--- src/rtl/hps_bank_scheduler_pkg.sv ---
// hps_pkg: shared types for the HPS ping-pong bank scheduler.
//   bank_state_e : per-bank life cycle EMPTY -> FILLING -> FULL -> READING -> EMPTY
//   wr_state_e   : magnitude-writer FSM states
//   rd_state_e   : HPS read-sequencer FSM states
//   K_WIDTH_DEF  : default DFT index width (2048-point FFT)
package hps_pkg;

  localparam int unsigned K_WIDTH_DEF = 11;

  typedef enum logic [1:0] {
    BANK_EMPTY   = 2'd0,
    BANK_FILLING = 2'd1,
    BANK_FULL    = 2'd2,
    BANK_READING = 2'd3
  } bank_state_e;

  typedef enum logic [1:0] {
    WR_SYNC,
    WR_ARM,
    WR_FILL,
    WR_DROP
  } wr_state_e;

  typedef enum logic {
    RD_IDLE,
    RD_BUSY
  } rd_state_e;

endpackage

--- src/rtl/hps_bank_scheduler_state.sv ---
// hps_bank_state: 2-bit life-cycle register for one magnitude RAM bank.
//   clock, reset : clock, asynchronous active-high reset (-> EMPTY)
//   fill         : writer claims the bank (EMPTY -> FILLING)
//   close        : writer finished the frame (FILLING -> FULL)
//   start        : reader claims the bank (FULL -> READING)
//   free         : reader finished the bank (READING -> EMPTY)
//   state        : current bank state (bank_state_e encoding)
module hps_bank_state
  import hps_pkg::*;
(
  input  logic       clock,
  input  logic       reset,
  input  logic       fill,
  input  logic       close,
  input  logic       start,
  input  logic       free,
  output logic [1:0] state
);

  bank_state_e st;

  always_ff @(posedge clock or posedge reset) begin
    if (reset) begin
      st <= BANK_EMPTY;
    end else begin
      case (st)
        // fill and close together is a single-sample frame: straight to FULL
        BANK_EMPTY:   if (fill)  st <= close ? BANK_FULL : BANK_FILLING;
        BANK_FILLING: if (close) st <= BANK_FULL;
        BANK_FULL:    if (start) st <= BANK_READING;
        BANK_READING: if (free)  st <= BANK_EMPTY;
        default:                 st <= BANK_EMPTY;
      endcase
    end
  end

  assign state = st;

endmodule

--- src/rtl/hps_bank_scheduler.sv ---
// hps_bank_scheduler: ping-pong scheduler for the two-bank HPS magnitude RAM.
// Frame N+1 is written into one bank while the HPS sequencer reads frame N
// from the other; frames with no free bank are dropped whole.
//   clock, reset       : clock, asynchronous active-high reset
//   wr_valid/last/k    : delayed FFT magnitude stream
//   wr_en, wr_addr     : RAM port A write strobe / {bank, k} address (registered)
//   hps_start          : one-cycle pulse to start reading bank hps_bank
//   hps_bank           : bank being read, stable from hps_start to hps_done
//   hps_done           : HPS sequencer finished its bank
//   frame_drop         : one-cycle pulse per discarded frame
//   drop_count         : saturating dropped-frame counter
//   frame_count        : wrapping count of frames handed to HPS
module hps_bank_scheduler
  import hps_pkg::*;
#(
  parameter int unsigned K_WIDTH     = K_WIDTH_DEF,
  parameter int unsigned DROP_CNT_W  = 8,
  parameter int unsigned FRAME_CNT_W = 16
) (
  input  logic                   clock,
  input  logic                   reset,
  input  logic                   wr_valid,
  input  logic                   wr_last,
  input  logic [K_WIDTH-1:0]     wr_k,
  output logic                   wr_en,
  output logic [K_WIDTH-1:0]     wr_addr,
  output logic                   hps_start,
  output logic                   hps_bank,
  input  logic                   hps_done,
  output logic                   frame_drop,
  output logic [DROP_CNT_W-1:0]  drop_count,
  output logic [FRAME_CNT_W-1:0] frame_count
);

  wr_state_e             wr_state;
  rd_state_e             rd_state;
  logic                  wr_sel;
  logic                  rd_sel;
  logic [1:0]            bank_st [2];
  logic                  k_zero;
  logic                  wr_fill;
  logic                  wr_close;
  logic                  rd_start;
  logic                  rd_free;
  logic [DROP_CNT_W-1:0] drop_inc;

  // Bank handshakes are decoded combinationally so the bank registers and
  // the FSMs move on the same edge.
  always_comb begin
    k_zero   = (wr_k == '0);
    wr_fill  = (wr_state == WR_ARM) && wr_valid && k_zero && (bank_st[wr_sel] == BANK_EMPTY);
    wr_close = wr_valid && wr_last && (wr_fill || (wr_state == WR_FILL));
    rd_start = (rd_state == RD_IDLE) && (bank_st[rd_sel] == BANK_FULL);
    rd_free  = (rd_state == RD_BUSY) && hps_done;
    drop_inc = (drop_count == '1) ? drop_count : drop_count + 1'b1;
  end

  for (genvar b = 0; b < 2; b++) begin : g_bank
    hps_bank_state u_bank (
      .clock (clock),
      .reset (reset),
      .fill  (wr_fill  && (wr_sel == 1'(b))),
      .close (wr_close && (wr_sel == 1'(b))),
      .start (rd_start && (rd_sel == 1'(b))),
      .free  (rd_free  && (rd_sel == 1'(b))),
      .state (bank_st[b])
    );
  end

  // Writer: SYNC waits for a frame boundary, ARM decides store vs drop on k==0.
  always_ff @(posedge clock or posedge reset) begin
    if (reset) begin
      wr_state   <= WR_SYNC;
      wr_sel     <= 1'b0;
      wr_en      <= 1'b0;
      wr_addr    <= '0;
      frame_drop <= 1'b0;
      drop_count <= '0;
    end else begin
      wr_en      <= 1'b0;
      frame_drop <= 1'b0;
      case (wr_state)
        WR_SYNC: if (wr_valid && wr_last) wr_state <= WR_ARM;
        WR_ARM: begin
          if (wr_valid) begin
            if (!k_zero) begin
              wr_state <= WR_SYNC;
            end else if (wr_fill) begin
              wr_en   <= 1'b1;
              wr_addr <= {wr_sel, wr_k[K_WIDTH-2:0]};
              if (wr_last) wr_sel   <= ~wr_sel;
              else         wr_state <= WR_FILL;
            end else if (wr_last) begin
              frame_drop <= 1'b1;
              drop_count <= drop_inc;
            end else begin
              wr_state <= WR_DROP;
            end
          end
        end
        WR_FILL: begin
          // Only the lower half of the spectrum is stored.
          wr_en   <= wr_valid && !wr_k[K_WIDTH-1];
          wr_addr <= {wr_sel, wr_k[K_WIDTH-2:0]};
          if (wr_valid && wr_last) begin
            wr_sel   <= ~wr_sel;
            wr_state <= WR_ARM;
          end
        end
        WR_DROP: begin
          if (wr_valid && wr_last) begin
            frame_drop <= 1'b1;
            drop_count <= drop_inc;
            wr_state   <= WR_ARM;
          end
        end
        default: wr_state <= WR_SYNC;
      endcase
    end
  end

  // Reader: hands FULL banks to the HPS sequencer in wr_sel order.
  always_ff @(posedge clock or posedge reset) begin
    if (reset) begin
      rd_state    <= RD_IDLE;
      rd_sel      <= 1'b0;
      hps_start   <= 1'b0;
      hps_bank    <= 1'b0;
      frame_count <= '0;
    end else begin
      hps_start <= 1'b0;
      case (rd_state)
        RD_IDLE: begin
          if (rd_start) begin
            hps_bank    <= rd_sel;
            hps_start   <= 1'b1;
            frame_count <= frame_count + 1'b1;
            rd_state    <= RD_BUSY;
          end
        end
        RD_BUSY: begin
          if (rd_free) begin
            rd_sel   <= ~rd_sel;
            rd_state <= RD_IDLE;
          end
        end
        default: rd_state <= RD_IDLE;
      endcase
    end
  end

  // The writer only ever touches a bank it owns.
  always_ff @(posedge clock) begin
    if (!reset && wr_valid && (wr_state == WR_FILL))
      assert (bank_st[wr_sel] == BANK_FILLING);
    if (!reset && wr_en)
      assert (bank_st[wr_addr[K_WIDTH-1]] != BANK_READING);
  end

endmodule
--- config.mk ---
export PLATFORM = sky130hd
export DESIGN_NAME = hps_bank_scheduler
export DESIGN_NICKNAME = d
export VERILOG_FILES = /design/src/rtl/hps_bank_scheduler_pkg.sv /design/src/rtl/hps_bank_scheduler_state.sv /design/src/rtl/hps_bank_scheduler.sv
export SDC_FILE = /design/constraint.sdc
export NUM_CORES = 1
export LEC_CHECK = 0
export CORE_ASPECT_RATIO = 1.25
export CORE_MARGIN = 1
export CORE_UTILIZATION = 30
export DETAILED_ROUTE_END_ITERATION = 8
export DONT_BUFFER_PORTS = 1
export PLACE_DENSITY = 0.5
export SLEW_MARGIN = 5
export SYNTH_ARGS = -nofsm -noshare
export SYNTH_HDL_FRONTEND = slang
export SYNTH_HIERARCHICAL = 1
export SYNTH_SLANG_ARGS = --single-unit
--- constraint.sdc ---
create_clock -name clock -period 2.98 [get_ports clock]
set_input_delay 0.596 -clock clock [delete_from_list [all_inputs] [get_ports clock]]
set_output_delay 0.596 -clock clock [all_outputs]
set_load 0.02 [all_outputs]
* Word-level counts from Yosys, hierarchy flattened
Cells that the tools add are included.
** Operators by class
- Equality and inequality tests :: 28
- Add/sub/neg operators :: 2
- Divide/modulo/power cells :: 0
- Shift-type cells :: 0
- Magnitude comparators :: 2
- Multipliers :: 0
- Bitwise gates (word level) :: 5
- Reductions and logical operators :: 34
- Multiplexer cells :: 56
** Operators by type and width (count)
- 8-bit 2-to-1 mux :: 6
- 2-bit 2-to-1 mux :: 22
- 11-bit 2-to-1 mux :: 3
- 11-bit case mux with 2 select lines :: 1
- 2-bit by 1-bit != test with 1-bit output (second input constant) :: 9
- 16-bit by 1-bit adder with 16-bit output (second input constant) :: 1
- 1-bit logical AND :: 16
- 1-bit 2-to-1 mux :: 16
- 2-bit case mux with 4 select lines :: 2
- 8-bit case mux with 2 select lines :: 1
- 2-bit == test (second input constant) :: 7
- 2-bit != test (second input constant) :: 7
- 4-bit AND reduction :: 3
- 6-bit AND reduction :: 2
- 11-bit logical NOT :: 1
- 8-bit by 1-bit adder with 8-bit output (second input constant) :: 1
- 8-bit == test (second input constant) :: 1
- 2-bit logical NOT :: 4
- 1-bit case mux with 2 select lines :: 4
- 2-bit by 1-bit == test with 1-bit output (second input constant) :: 3
- 2-bit greater-or-equal comparator (second input constant) :: 2
- 1-bit inverter with 2-bit output :: 2
- 2-bit case mux with 2 select lines :: 1
- 2-bit AND reduction :: 2
- other kinds (7) :: 10
** Word-level totals
- Memories :: 0
- Bits of input ports :: 16
- Word-level logic and storage cells :: 140
- ROM bits :: 0
- Memory bits (writable) :: 0
- Bits in registers :: 48
- Latch bits :: 0
- Output and inout bits :: 39

* Logic depth before layout (Yosys ltp)
- Depth in word-level cells :: 12
- Mapped depth :: 9
- Depth with buffers taken out :: 9

* Cells and area by module
Netlist, hierarchy kept.
** By module, submodules not included
- hps_bank_scheduler :: cells each 192, area an instance 2114.5 um2, seq. area each 1101.1 um2, instances 1
- hps_bank_state :: cells each 18, area an instance 186.4 um2, seq. area each 50.0 um2, instances 2

* Worst setup path after synthesis
OpenSTA, ideal clock, no wires.
- Kind :: input to register
- Start point :: input wr_k[10]
- End point :: register g_bank[0].u_bank.st[0]
- Library setup time :: 0.128 ns
- Path slack :: 0.623 ns
- Required time :: 2.852 ns
- Data arrival time :: 2.229 ns
- Path buffers :: 0
- Stages :: 8
- Cell sequence :: nor4_1 > and3_1 > nand3_1 > a21o_1 > nor2_1 > nand2b_1 > o2111a_1 > mux2_1
** Between the ends
- Word-level cells in the longest chain between the ends :: 9
- Elaborated cells on any way between the ends :: 13
- Those cells by class :: 2 x eq/ne; 3 x mux; 8 x reduce/logical
** Ends and longest elaborated chain
- start, declared :: line hps_bank_scheduler.sv:24 : input logic [K_WIDTH-1:0] wr_k,
- 11-bit logical NOT (*) :: line hps_bank_scheduler.sv:50 : k_zero = (wr_k == '0);
- 1-bit logical AND (*) (2 in series) :: line hps_bank_scheduler.sv:51 : wr_fill = (wr_state == WR_ARM) && wr_valid && k_zero && (bank_st[wr_sel] == BANK_EMPTY);
- 1-bit logical OR :: line hps_bank_scheduler.sv:52 : wr_close = wr_valid && wr_last && (wr_fill || (wr_state == WR_FILL));
- 1-bit logical AND :: line hps_bank_scheduler.sv:52
- 1-bit logical AND :: line hps_bank_scheduler.sv:63 : .close (wr_close && (wr_sel == 1'(b))),
- 2-bit 2-to-1 mux (2 in series) :: line hps_bank_scheduler_state.sv:28 : BANK_EMPTY: if (fill) st <= close ? BANK_FULL : BANK_FILLING;
- 2-bit case mux with 4 select lines :: line hps_bank_scheduler_state.sv:26 : case (st)
- end signal, assigned :: line hps_bank_scheduler_state.sv:28
- end, declared :: line hps_bank_scheduler_state.sv:20 : bank_state_e st;
Mark *: on every way between the ends. The rest lies on a longest branch, timed or not. The select of a mux whose other input is x is not followed.
A chain may end at the register's enable or synchronous reset.

* Final worst setup path
- Start point :: register wr_state[1]
- End point :: register g_bank[1].u_bank.st[0]
** Between the ends
- Word-level cells in the longest chain between the ends :: 10
- Elaborated cells on any way between the ends :: 15
- Those cells by class :: 4 x eq/ne; 3 x mux; 8 x reduce/logical
** Ends and longest elaborated chain
- start, declared :: line hps_bank_scheduler.sv:35 : wr_state_e wr_state;
- start signal, assigned :: line hps_bank_scheduler.sv:73 : wr_state <= WR_SYNC;
- start signal, assigned :: line hps_bank_scheduler.sv:83 : WR_SYNC: if (wr_valid && wr_last) wr_state <= WR_ARM;
- start signal, assigned :: line hps_bank_scheduler.sv:87 : wr_state <= WR_SYNC;
- 2-bit by 1-bit == test with 1-bit output :: line hps_bank_scheduler.sv:51
- 1-bit logical AND (3 in series) :: line hps_bank_scheduler.sv:51
- 1-bit logical OR :: line hps_bank_scheduler.sv:52
- 1-bit logical AND :: line hps_bank_scheduler.sv:52
- 1-bit logical AND :: line hps_bank_scheduler.sv:63
- 2-bit 2-to-1 mux (2 in series) :: line hps_bank_scheduler_state.sv:28
- 2-bit case mux with 4 select lines :: line hps_bank_scheduler_state.sv:26
- end signal, assigned :: line hps_bank_scheduler_state.sv:28
- end, declared :: line hps_bank_scheduler_state.sv:20
Parallel ways exist; a longest one is shown, timed or not. The select of a mux whose other input is x is not followed.

==> results.py <==
metrics = {
    "drt": {
        "drt_iter0_drc": 69,
        "routedWlPerCell_um": 14.2,
        "viasPerCell": 4.92,
        "ant_nets": 0,
        "wirelength_um": 4690,
        "drc": 0,
        "vias": 1618,
        "drt_first_pass_iters": 4,
    },
    "placement": {
        "placedCellCount": 321,
        "place_congestion": 0.795,
        "hpwl_um": 3480,
        "pre_cts_ws_ns": 0.313,
        "port_buffers": 0,
    },
    "yosys": {
        "syn_area_um2": 2490,
        "synth_edf_count": 0,
        "synthTopCellsByArea": "dfrtp_1 (48%), ha_1 (7.0%), mux2_2 (6.3%)",
        "syn-num-nets": 258,
        "yosysWarnings": 6,
        "seq_area_frac_synth_pct": 48.3,
        "postSynthAreaPerCell_um2": 10.9,
        "syn_inst": 228,
        "ys_ff_latch": 48,
        "synth-async-reset-ratio_pct": 100,
        "synth_flop_cell": "dfrtp_1",
        "synth_cell_types": 39,
        "synth_top_area_share_pct": 48.3,
        "yosys.area.top_type": "dfrtp_1",
    },
    "worst_setup_path": {
        "max_stage_delay_ns": 0.43,
        "cp_data_required_time_ns": 3.17,
        "cp_num_buf_inv": 1,
        "cp_slowest_cell": "dfrtp_1",
        "end_kind": "flop",
        "critPathLaunchType": "flop",
        "worstSetupPathType": "flop to flop",
        "worstPathMaxFanout": 9,
        "critPathArrivalTime_ns": 2.64,
        "cp_cell_sequence": "inv_1 -> ha_1 -> and2_1 -> nand3_1 -> a21o_1 -> nor2_1 -> nand2b_1 -> o2111a_1 -> mux2_1",
        "crit_family": "simple AND/OR/NAND/NOR gates",
    },
    "power_and_ir_drop": {
        "power_frac_comb_pct": 27.0,
        "total_power_mw": 1.88,
        "p_per_area_nw_per_um2": 700,
        "power_frac_seq_pct": 50.6,
        "p_leak_nw": 1.24,
        "internal_power_mw": 1.19,
        "switchingPower_mw": 0.694,
        "p_clk_share_pct": 22.4,
        "vdd_drop_max_mv": 0.360,
        "switching_share_pct": 36.9,
    },
    "cells_and_area": {
        "seq_area_um2": 1200,
        "syn_to_final_growth_pct": 8.00,
        "fill_cells": 815,
        "final_common_cell": "dfrtp_1",
        "drive_gt1_share_pct": 12.4,
        "final_cells": 329,
        "diodes": 0,
        "multi_input_area_um2": 1200,
        "layout.nets": 263,
        "final_cell_mix": "dfrtp_1 (48), nand2_1 (21), inv_1 (16)",
    },
    "global_routing": {
        "overflow": 0,
        "grtUsageTotal_pct": 11.6,
        "grt_first_pass_wirelength_um": 8140,
        "grt_pass1_vias": 1737,
        "grt_antenna_before_repair": 0,
        "grt_max_degree": 45,
    },
    "sta": {
        "final.setup.tns_ns": 0,
        "max_freq_mhz": 409,
        "tightest_slew_ns": 0.921,
        "layout_min_cycle_time_ns": 2.45,
        "max_slew_margin_pct": 38.5,
        "fin_ws_ns": 0.533,
        "setup-violations-final": 0,
        "finalHoldViolations": 0,
        "post-route-period-util_pct": 82.1,
        "drv_slew": 0,
        "clock_skew_ns": 0.00623,
        "rsz0062_at_grt": "false",
    },
    "cts": {
        "htree_levels": 2,
        "path_clk_slew_ns": 0.09,
        "clk_latency_ns": 0.31,
        "cts_buffer_depth": 2,
        "tritoncts": "built",
        "cts_hold_buf": 0,
        "cts_buffers": 5,
        "cts_setup_buffers": 0,
        "cts_root_buffer": "clkbuf_8",
        "ctsResizeCount": 0,
        "cts.sinks": 48,
    },
    "run": {
        "maxCapViolations": 0,
    },
    "die": {
        "fp.dieArea_um2": 8660,
        "start_util_pct": 31.4,
        "coreArea_um2": 7930,
        "die_h_um": 104,
        "placementRows": 36,
        "die-width_um": 83.4,
        "io_pins": 55,
    },
    "hold_path": {
        "hold_class": "input pin to asynchronous set/reset pin",
    },
    "status": {
        "status": "complete, no violations",
    },
}
[power groups by stage]
stage	clock network (mW)	logic, mW	registers (mW)
2_1_floorplan	0	0.453	0.928
3_5_place_dp	0	0.516	0.968
4_1_cts	0.439	0.518	0.955
5_1_grt	0.457	0.593	0.975
6_report	0.421	0.508	0.951
3_3_place_gp	0	0.514	0.969
[metal layers]
metal  track usage, %  wire length (um)
met3             3.75               285
met5                0                 0
met1             12.9              2020
met4             4.72                79
met2             20.2              2300
[state kept, by name (all words and copies together) (netlist names)]
register,cells
rd_state,1
hps_bank,1
wr_sel,1
wr_state,2
hps_start,1
drop_count,8
wr_en,1
frame_drop,1
wr_addr,11
g_bank.u_bank/state,4
rd_sel,1
frame_count,16
[cell type report]
class                           count  share of cell area, %
Sequential cell                    48                   44.7
Multi-Input combinational cell    160                   44.6
Tap cell                           95                   4.42
Clock buffer                        6                   3.07
Inverter                           18                   2.70
Clock inverter                      2                  0.512
[stage by stage]
stage	area [um^2]	hold WS [ns]	util [%]
final	2690	0.0184	33.9
after global routing	2690	0.00512	33.9
after CTS	2690	0.00993	33.9
after detailed placement	2590	0.344	32.7
after global placement	2590	0.342	32.7
after floorplan	2490	0.337	-
[cells in the mapped netlist (2+ instances only)]
| master | number |
|---|---|
| a21o_1 | 3 |
| a21oi_1 | 5 |
| and3_1 | 6 |
| and4_1 | 2 |
| dfrtp_1 | 48 |
| ha_1 | 14 |
| inv_1 | 17 |
| mux2_1 | 2 |
| mux2_2 | 14 |
| mux2i_1 | 6 |
| nand2_1 | 21 |
| nand2b_1 | 9 |
| nand3_1 | 9 |
| nand3b_1 | 2 |
| nand4_1 | 3 |
| nor2_1 | 12 |
| nor3_1 | 5 |
| nor3b_1 | 3 |
| nor4_1 | 3 |
| o2111a_1 | 2 |
| o21ai_0 | 6 |
| xnor2_1 | 13 |
| xor2_1 | 7 |
[final timing paths]
path                       slack [ns]         from  cells after the start                   endpoint
setup / recovery                 0.53  wr_state[1]                      9  g_bank[1].u_bank/state[0]
hold / removal                   0.02        reset                      1  g_bank[0].u_bank/state[1]
setup reg to reg                 0.53  wr_state[1]                      9  g_bank[1].u_bank/state[0]
hold reg to reg                  0.58  wr_state[1]                      2                wr_state[1]
max in group asynchronous        2.04        reset                      1                wr_state[1]
min in group clock               0.38     hps_done                      1                   rd_state
[cell families (layout without fill, tap and decap cells)]
logic type,after synthesis,count (layout),share of synthesized area (%)
AO/OA/AOI/OAI,21,21,5.78
XOR/XNOR,21,21,7.70
adder cells (fa/ha/maj),14,14,7.04
buffers and inverters,20,26,3.57
flip-flops,48,48,48.3
multiplexers,22,22,9.66
AND/OR/NAND/NOR,82,82,18.0
[worst register-to-register path: stages (launching register included)]
cell and delay (ns):
dfrtp_1 0.43, inv_1 0.09, ha_1 0.32, and2_1 0.23, nand3_1 0.20, a21o_1 0.24
nor2_1 0.16, nand2b_1 0.13, o2111a_1 0.22, mux2_1 0.32
No activity file was read; power rests on OpenSTA's default activity.
